[src/rtl/multicycle_controller.sv]
// Control FSM for the shared-ALU, shared-memory multicycle RISC-V datapath.
// Sequences fetch/decode/execute/memory/writeback with a memory wait timeout.
module multicycle_controller #(
  parameter int TIMEOUT = 16,
  parameter int CNT_W   = 5
) (
  input  logic       clk,
  input  logic       reset,
  input  logic [6:0] op,
  input  logic [2:0] funct3,
  input  logic       funct7b5,
  input  logic       Zero,
  input  logic       SignFlag,
  input  logic       mem_ready,
  output logic       PCWrite,
  output logic       AdrSrc,
  output logic       MemWrite,
  output logic       IRWrite,
  output logic       RegWrite,
  output logic [1:0] ResultSrc,
  output logic [1:0] ALUSrcA,
  output logic [1:0] ALUSrcB,
  output logic [1:0] ImmSrc,
  output logic [2:0] ALUControl,
  output logic [3:0] state,
  output logic       illegal_instr,
  output logic       mem_timeout
);

  localparam logic [3:0] FETCH    = 4'd0;
  localparam logic [3:0] DECODE   = 4'd1;
  localparam logic [3:0] MEMADR   = 4'd2;
  localparam logic [3:0] MEMREAD  = 4'd3;
  localparam logic [3:0] MEMWB    = 4'd4;
  localparam logic [3:0] MEMWRITE = 4'd5;
  localparam logic [3:0] EXECUTER = 4'd6;
  localparam logic [3:0] EXECUTEI = 4'd7;
  localparam logic [3:0] ALUWB    = 4'd8;
  localparam logic [3:0] BRANCH   = 4'd9;

  localparam logic [6:0] OP_LW = 7'b0000011;
  localparam logic [6:0] OP_SW = 7'b0100011;
  localparam logic [6:0] OP_R  = 7'b0110011;
  localparam logic [6:0] OP_I  = 7'b0010011;
  localparam logic [6:0] OP_B  = 7'b1100011;

  localparam logic [2:0] ALU_ADD = 3'b000;
  localparam logic [2:0] ALU_SUB = 3'b010;

  logic [3:0]       st, st_n;
  logic [CNT_W-1:0] cnt, cnt_n;
  logic             wait_st, tmo, taken;
  logic [2:0]       ex_alu;

  assign state   = st;
  assign wait_st = (st == FETCH) | (st == MEMREAD) | (st == MEMWRITE);
  assign tmo     = wait_st & ~mem_ready & (cnt == CNT_W'(TIMEOUT - 1));
  assign cnt_n   = (wait_st & ~mem_ready & ~tmo) ? cnt + 1'b1 : '0;

  always_comb begin
    ex_alu = ALU_ADD;
    unique case (funct3)
      3'b000:  ex_alu = (op[5] & funct7b5) ? ALU_SUB : ALU_ADD;
      3'b001,
      3'b100,
      3'b101,
      3'b110,
      3'b111:  ex_alu = funct3;
      default: ex_alu = ALU_ADD;
    endcase
  end

  always_comb begin
    taken = 1'b0;
    unique case (funct3)
      3'b000:  taken = Zero;
      3'b001:  taken = ~Zero;
      3'b100:  taken = SignFlag;
      default: taken = 1'b0;
    endcase
  end

  always_comb begin
    st_n          = st;
    PCWrite       = 1'b0;
    AdrSrc        = 1'b0;
    MemWrite      = 1'b0;
    IRWrite       = 1'b0;
    RegWrite      = 1'b0;
    ResultSrc     = 2'b00;
    ALUSrcA       = 2'b00;
    ALUSrcB       = 2'b00;
    ImmSrc        = 2'b00;
    ALUControl    = ALU_ADD;
    illegal_instr = 1'b0;
    mem_timeout   = 1'b0;
    unique case (1'b1)
      op == OP_SW: ImmSrc = 2'b01;
      op == OP_B:  ImmSrc = 2'b10;
      default:     ImmSrc = 2'b00;
    endcase
    case (st)
      FETCH: begin
        ALUSrcB   = 2'b10;
        ResultSrc = 2'b10;
        IRWrite   = mem_ready;
        PCWrite   = mem_ready;
        if (mem_ready) st_n = DECODE;
      end
      DECODE: begin
        ALUSrcA = 2'b01;
        ALUSrcB = 2'b01;
        unique case (1'b1)
          op == OP_LW,
          op == OP_SW: st_n = MEMADR;
          op == OP_R:  st_n = EXECUTER;
          op == OP_I:  st_n = EXECUTEI;
          op == OP_B:  st_n = BRANCH;
          default: begin
            st_n          = FETCH;
            illegal_instr = 1'b1;
          end
        endcase
      end
      MEMADR: begin
        ALUSrcA = 2'b10;
        ALUSrcB = 2'b01;
        st_n    = (op == OP_LW) ? MEMREAD : MEMWRITE;
      end
      MEMREAD: begin
        AdrSrc = 1'b1;
        if (mem_ready) st_n = MEMWB;
      end
      MEMWB: begin
        ResultSrc = 2'b01;
        RegWrite  = 1'b1;
        st_n      = FETCH;
      end
      MEMWRITE: begin
        AdrSrc   = 1'b1;
        MemWrite = 1'b1;
        if (mem_ready) st_n = FETCH;
      end
      EXECUTER, EXECUTEI: begin
        ALUSrcA    = 2'b10;
        ALUSrcB    = (st == EXECUTEI) ? 2'b01 : 2'b00;
        ALUControl = ex_alu;
        st_n       = ALUWB;
      end
      ALUWB: begin
        RegWrite = 1'b1;
        st_n     = FETCH;
      end
      BRANCH: begin
        ALUSrcA    = 2'b10;
        ALUControl = ALU_SUB;
        PCWrite    = taken;
        st_n       = FETCH;
      end
      default: st_n = FETCH;
    endcase
    // an aborted wait must not commit anything
    if (tmo) begin
      PCWrite     = 1'b0;
      IRWrite     = 1'b0;
      MemWrite    = 1'b0;
      RegWrite    = 1'b0;
      mem_timeout = 1'b1;
      st_n        = FETCH;
    end
    if (reset) begin
      PCWrite       = 1'b0;
      AdrSrc        = 1'b0;
      MemWrite      = 1'b0;
      IRWrite       = 1'b0;
      RegWrite      = 1'b0;
      ResultSrc     = 2'b00;
      ALUSrcA       = 2'b00;
      ALUSrcB       = 2'b00;
      ImmSrc        = 2'b00;
      ALUControl    = ALU_ADD;
      illegal_instr = 1'b0;
      mem_timeout   = 1'b0;
    end
  end

  always_ff @(posedge clk or posedge reset) begin
    if (reset) begin
      st  <= FETCH;
      cnt <= '0;
    end else begin
      st  <= st_n;
      cnt <= cnt_n;
    end
  end

endmodule

[config.mk]
export PLATFORM = sky130hd
export DESIGN_NAME = multicycle_controller
export DESIGN_NICKNAME = d
export VERILOG_FILES = /design/src/rtl/multicycle_controller.sv
export SDC_FILE = /design/constraint.sdc
export NUM_CORES = 1
export LEC_CHECK = 0
export BUFFER_PORTS_ARGS = -buffer_cell sky130_fd_sc_hd__buf_4
export CORE_UTILIZATION = 45
export DETAILED_ROUTE_END_ITERATION = 16
export PLACE_DENSITY_LB_ADDON = 0.2
export SLEW_MARGIN = 20
export SYNTH_ARGS = -nofsm -noshare
export SYNTH_HDL_FRONTEND = slang
export SYNTH_SLANG_ARGS = --single-unit
[constraint.sdc]
create_clock -name clk -period 1.9 [get_ports clk]
set_input_delay 0.285 -clock clk [delete_from_list [all_inputs] [get_ports clk]]
set_output_delay 0.285 -clock clk [all_outputs]
set_load 0.02 [all_outputs]
-- After elaboration in Yosys (flattened, before gate mapping)
Cells that the tools add are included.
- bitwise logic cells: 9
- multiplexer cells: 41
- reductions and logical operators: 11
- add/sub/neg operators: 1
- equality and inequality tests: 23
- operators by type and width (cell ; count):
    4-bit case mux with 6 select lines ; 1
    1-bit two-way mux ; 19
    4-bit by 3-bit == test with 1-bit output (second input constant) ; 4
    4-bit two-way mux ; 4
    4-bit case mux with 4 select lines ; 1
    7-bit by 6-bit == test with 1-bit output (second input constant) ; 2
    3-bit == test (second input constant) ; 4
    2-bit case mux with 2 select lines ; 3
    3-bit case mux with 2 select lines ; 2
    2-bit two-way mux ; 5
    2-bit OR reduction ; 5
    5-bit OR reduction ; 2
    3-bit inequality test (second input constant) ; 3
    4-bit by 2-bit == test with 1-bit output (second input constant) ; 2
    4-bit == test (second input constant) ; 2
    7-bit by 2-bit == test with 1-bit output (second input constant) ; 1
    7-bit by 5-bit == test with 1-bit output (second input constant) ; 1
    7-bit == test (second input constant) ; 1
    3-bit two-way mux ; 2
    2-bit case mux with 3 select lines ; 1
    5-bit by 1-bit adder with 5-bit output (second input constant) ; 1
    5-bit by 4-bit == test with 1-bit output (second input constant) ; 1
    5-bit two-way mux ; 1
    1-bit bitwise AND ; 4
    other kinds (10) ; 13
- logic and storage cells: 87
- output and inout port bits: 22
- register bits after elaboration: 9
- input bits: 16

-- Depth between registers and ports, before layout
- word-level depth: 8
- gate-level depth with buffers: 7
- mapped depth without buffers: 7

-- Worst setup path before layout
OpenSTA, ideal clock, no wires.
- kind: register -> output
- start: register cnt[0]
- end: output port MemWrite
- buffers on the path: 0
- slack: -0.153 ns
- cell stages (with the launch flop): 6
- arrival: 1.768 ns
- required time: 1.615 ns
- cell sequence: dfrtp_1 -> ha_1 -> and3_1 -> ha_1 -> nor4b_1 -> nor4_1
- longest elaborated chain between the ends: 4
- ends and longest elaborated chain (element ; line ; source):
    from (decl) ; 51 ; logic [CNT_W-1:0] cnt, cnt_n;
    from (signal assigned) ; 193 ; cnt <= cnt_n;
    5-bit by 4-bit == test with 1-bit output ; 57 ; assign tmo = wait_st & ~mem_ready & (cnt == CNT_W'(TIMEOUT - 1));
    1-bit bitwise AND ; 57 ;
    1-bit two-way mux ; 163 ; if (tmo) begin
    1-bit two-way mux ; 171 ; if (reset) begin
    to (decl) ; 17 ; output logic MemWrite,
No other way between the ends.

-- Worst setup path after layout
- start: register st[2], in the netlist state[2]
- end: output port mem_timeout
- longest elaborated chain between the ends: 7
- elaborated cells between the ends (all ways): 9
- those cells by class: 2 x eq/ne; 2 x mux; 4 x bitwise; 1 x reduce/logical
- ends and longest elaborated chain (element ; line ; source):
    from (decl) ; 50 ; logic [3:0] st, st_n;
    from (signal assigned) ; 192 ; st <= st_n;
    4-bit by 2-bit == test with 1-bit output / 4-bit logical NOT (equally long branches) ; 56 ; assign wait_st = (st == FETCH) | (st == MEMREAD) | (st == MEMWRITE);
    1-bit OR ; 56 ;
    1-bit OR (*) ; 56 ;
    1-bit bitwise AND (*) (2 in a row) ; 57 ;
    1-bit two-way mux (*) ; 163 ;
    1-bit two-way mux (*) ; 171 ;
    to (decl) ; 27 ; output logic mem_timeout
Mark *: on every way between the ends. The rest lies on a longest branch, timed or not.

==> impl_metrics.json <==
{
  "start_util_pct": 50.2,
  "die_area_um2": 1930,
  "synth_top_family_by_area": "simple AND/OR/NAND/NOR gates",
  "syn_area_um2": 791,
  "cts.sinks": 9,
  "final-setup-viol-count": 5,
  "path_clk_slew_ns": 0.06,
  "synthXorXnorAreaFrac_pct": 5.54,
  "synth_compound_area_share_pct": 16.6,
  "hold_viol_final": 0,
  "min_period_ns": 2.01,
  "timing.hold.ws_ns": 0.101,
  "place_inst": 160,
  "status": "finished, violations left",
  "drtIter0Drc": 37,
  "io_buffers": 37,
  "clk_latency_ns": 0.27,
  "final_cells": 171,
  "slew_viol_final": 0,
  "holdBufCountCts": 0,
  "p_leak_uw": 0.000609,
  "fp.coreArea_um2": 1580,
  "skew_ns": 0.00120,
  "hp-class": "primary input to async pin",
  "ys_ff_latch": 9,
  "final_nets": 174,
  "synth_mux_area_share_pct": 0,
  "violations": "negative setup slack",
  "hpwl_mm": 1.74,
  "synthAdderAreaFrac_pct": 3.16,
  "path_class": "register to primary output",
  "die_h_um": 43.9,
  "worstMarginPinSlew_ns": 0.447,
  "grt_pass1_wl_mm": 3.65,
  "postSynthCellCount": 106,
  "fmax_mhz": 497,
  "worstPathRequired_ns": 1.62,
  "yosys_warnings": 0,
  "overflow": 0,
  "drcViolationCount": 0,
  "track_usage_pct": 26.6,
  "finalWorstSetupSlack_ns": -0.111,
  "dr.pass1.iters": 6,
  "endpoint_kind": "primary output",
  "n_antenna_cell": 0,
  "ant_nets": 0,
  "power_uw": 542,
  "wirelength_mm": 2.52,
  "async_flop_share_pct": 100,
  "grt_max_degree": 13,
  "rsz0062_at_grt": "true",
  "drv_cap": 0,
  "fp.dieW_um": 43.9,
  "startpoint_type": "register",
  "cts_root_buffer": "clkbuf_4",
  "via_per_inst": 5.67,
  "fillerInstances": 87,
  "path_max_fanout": 4,
  "htreeDepth": 1,
  "antenna_found_initial": 0,
  "clock_path_buffers": 2,
  "path_cells": "xor2_2, a21oi_2, nor4b_4, and2_4, buf_6",
  "ys_types": 36,
  "preCtsSetupSlack_ns": -0.238,
  "avgSynthCellArea_um2": 7.46,
  "vias": 969,
  "critical_path.startpoint": "state[2]$_DFFE_PP0P_",
  "synth_nets": 124,
  "utilization_pct": 84.3,
  "slowest_stage": "dfrtp_2",
  "ir_worst_vdd_mv": 0.437,
  "slew_headroom_pct": 70.2,
  "cp.arrival_ns": 1.73,
  "cts_made_buffers": 3,
  "num_io_pins": 38,
  "post_drt_wl_per_cell_um": 14.7,
  "ys_seq_area_share_pct": 28.5,
  "grt_pass1_vias": 832,
  "reg2reg_from": "cnt[0]$_DFF_PP0_",
  "p_per_area_nw_per_um2": 408,
  "synth_enable_flop_cells": 0,
  "slowest_delay_ns": 0.45,
  "rows": 14,
  "ys.flop_type": "dfrtp_1",
  "synth-simple-area-share_pct": 38.8,
  "place.gp.congestion": 0.813,
  "syn_to_final_growth_pct": 68.0,
  "min_period_over_period_pct": 106,
  "drive_gt1_share_pct": 51.6,
  "cts_tree": "done"
}
## kinds of logic (layout without fill, tap and decap cells)
family	after synthesis	in the layout
and+or+nand+nor	55	55
DFF	9	9
buffers and inverters	14	63
AOI/OAI and AO/OA	21	21
xor gates and xnor gates	5	5
adders and majority gates	2	2
## worst paths after layout
| path | endpoint | slack [ns] | depth (start not counted) |
|---|---|---|---|
| min in group clk | state[2]$_DFFE_PP0P_ | 0.41 | 4 |
| max in group asynchronous | state[2]$_DFFE_PP0P_ | 1.65 | 3 |
| hold / removal | cnt[1]$_DFF_PP0_ | 0.10 | 3 |
| setup / recovery | mem_timeout | -0.11 | 5 |
| setup reg to reg | cnt[3]$_DFF_PP0_ | 0.01 | 7 |
| hold reg to reg | cnt[0]$_DFF_PP0_ | 0.55 | 2 |
## synthesized netlist by cell type, types with 2 or more instances
master	instances	area share, %
and3_1	6	4.7
nand3b_1	2	1.9
xor2_1	2	2.2
a21oi_1	7	4.4
nor3_1	6	3.8
xnor2_1	3	3.3
nand2_1	7	3.3
clkbuf_1	3	1.4
dfrtp_1	9	28
a32oi_1	2	2.2
ha_1	2	3.2
nor2b_1	2	1.6
nor4b_1	2	2.2
nor2_1	17	8.1
nor4_1	3	2.4
o21ai_0	5	3.2
inv_1	8	3.8
buf_2	2	1.3
## through the flow
step / instance area, um^2 / setup TNS (ns)
after global placement: 1120 / -0.0665
after floorplan: 802 / -0.0344
final: 1330 / -0.250
after detailed placement: 1120 / -0.559
after global routing: 1330 / -0.707
after CTS: 1270 / -0.138
## layout make-up
class	instances	area (um^2)	share of cell area (%)
inverter	8	30.0	2.26
clock buffer	4	26.3	1.98
sequential	9	228	17.1
multi-input combinational	83	627	47.2
timing repair buffer	51	398	29.9
tap	16	20.0	1.51
## worst max-delay path: cells and delay by family (launching register included)
kind,cells,cell delay (ns)
and+or+nand+nor,2,0.55
DFF,1,0.45
xor gates and xnor gates,1,0.23
AOI/OAI and AO/OA,1,0.12
buffers and inverters,1,0.11
## what timing repair did
action | 4_1_cts | 5_1_grt
endpoints found under the setup margin | 6 | 15
pin swaps | 4 | 9
gates resized for setup | 14 | 15
buffers inserted | 6 | 2
## power by group
group,internal [uW],total [uW],switching [uW]
combinational,85.3,184,98.5
sequential,199,206,7.05
clock,81.2,152,70.7
## cells in the final DEF, fill, tap and decap left out, types with 4 or more instances in the layout
cell / instances
buf_6: 4
nor2_1: 11
nor2_2: 5
buf_4: 47
o21ai_0: 5
nand2_1: 6
dfrtp_1: 7
a21oi_1: 6
and3_1: 4
inv_1: 8
nor3_1: 4
## metal layers
layer	wire (um)	track usage, %	vias up
met5	0	0	-
met2	1280	43.9	33
li1	-	-	478
met3	102	7.08	4
met4	48	12.1	0
met1	1090	32.4	454
## flip-flops by register name (all words and copies together) (netlist names)
name	count
cnt	5
state	4
(Power assumes the default switching activity.)
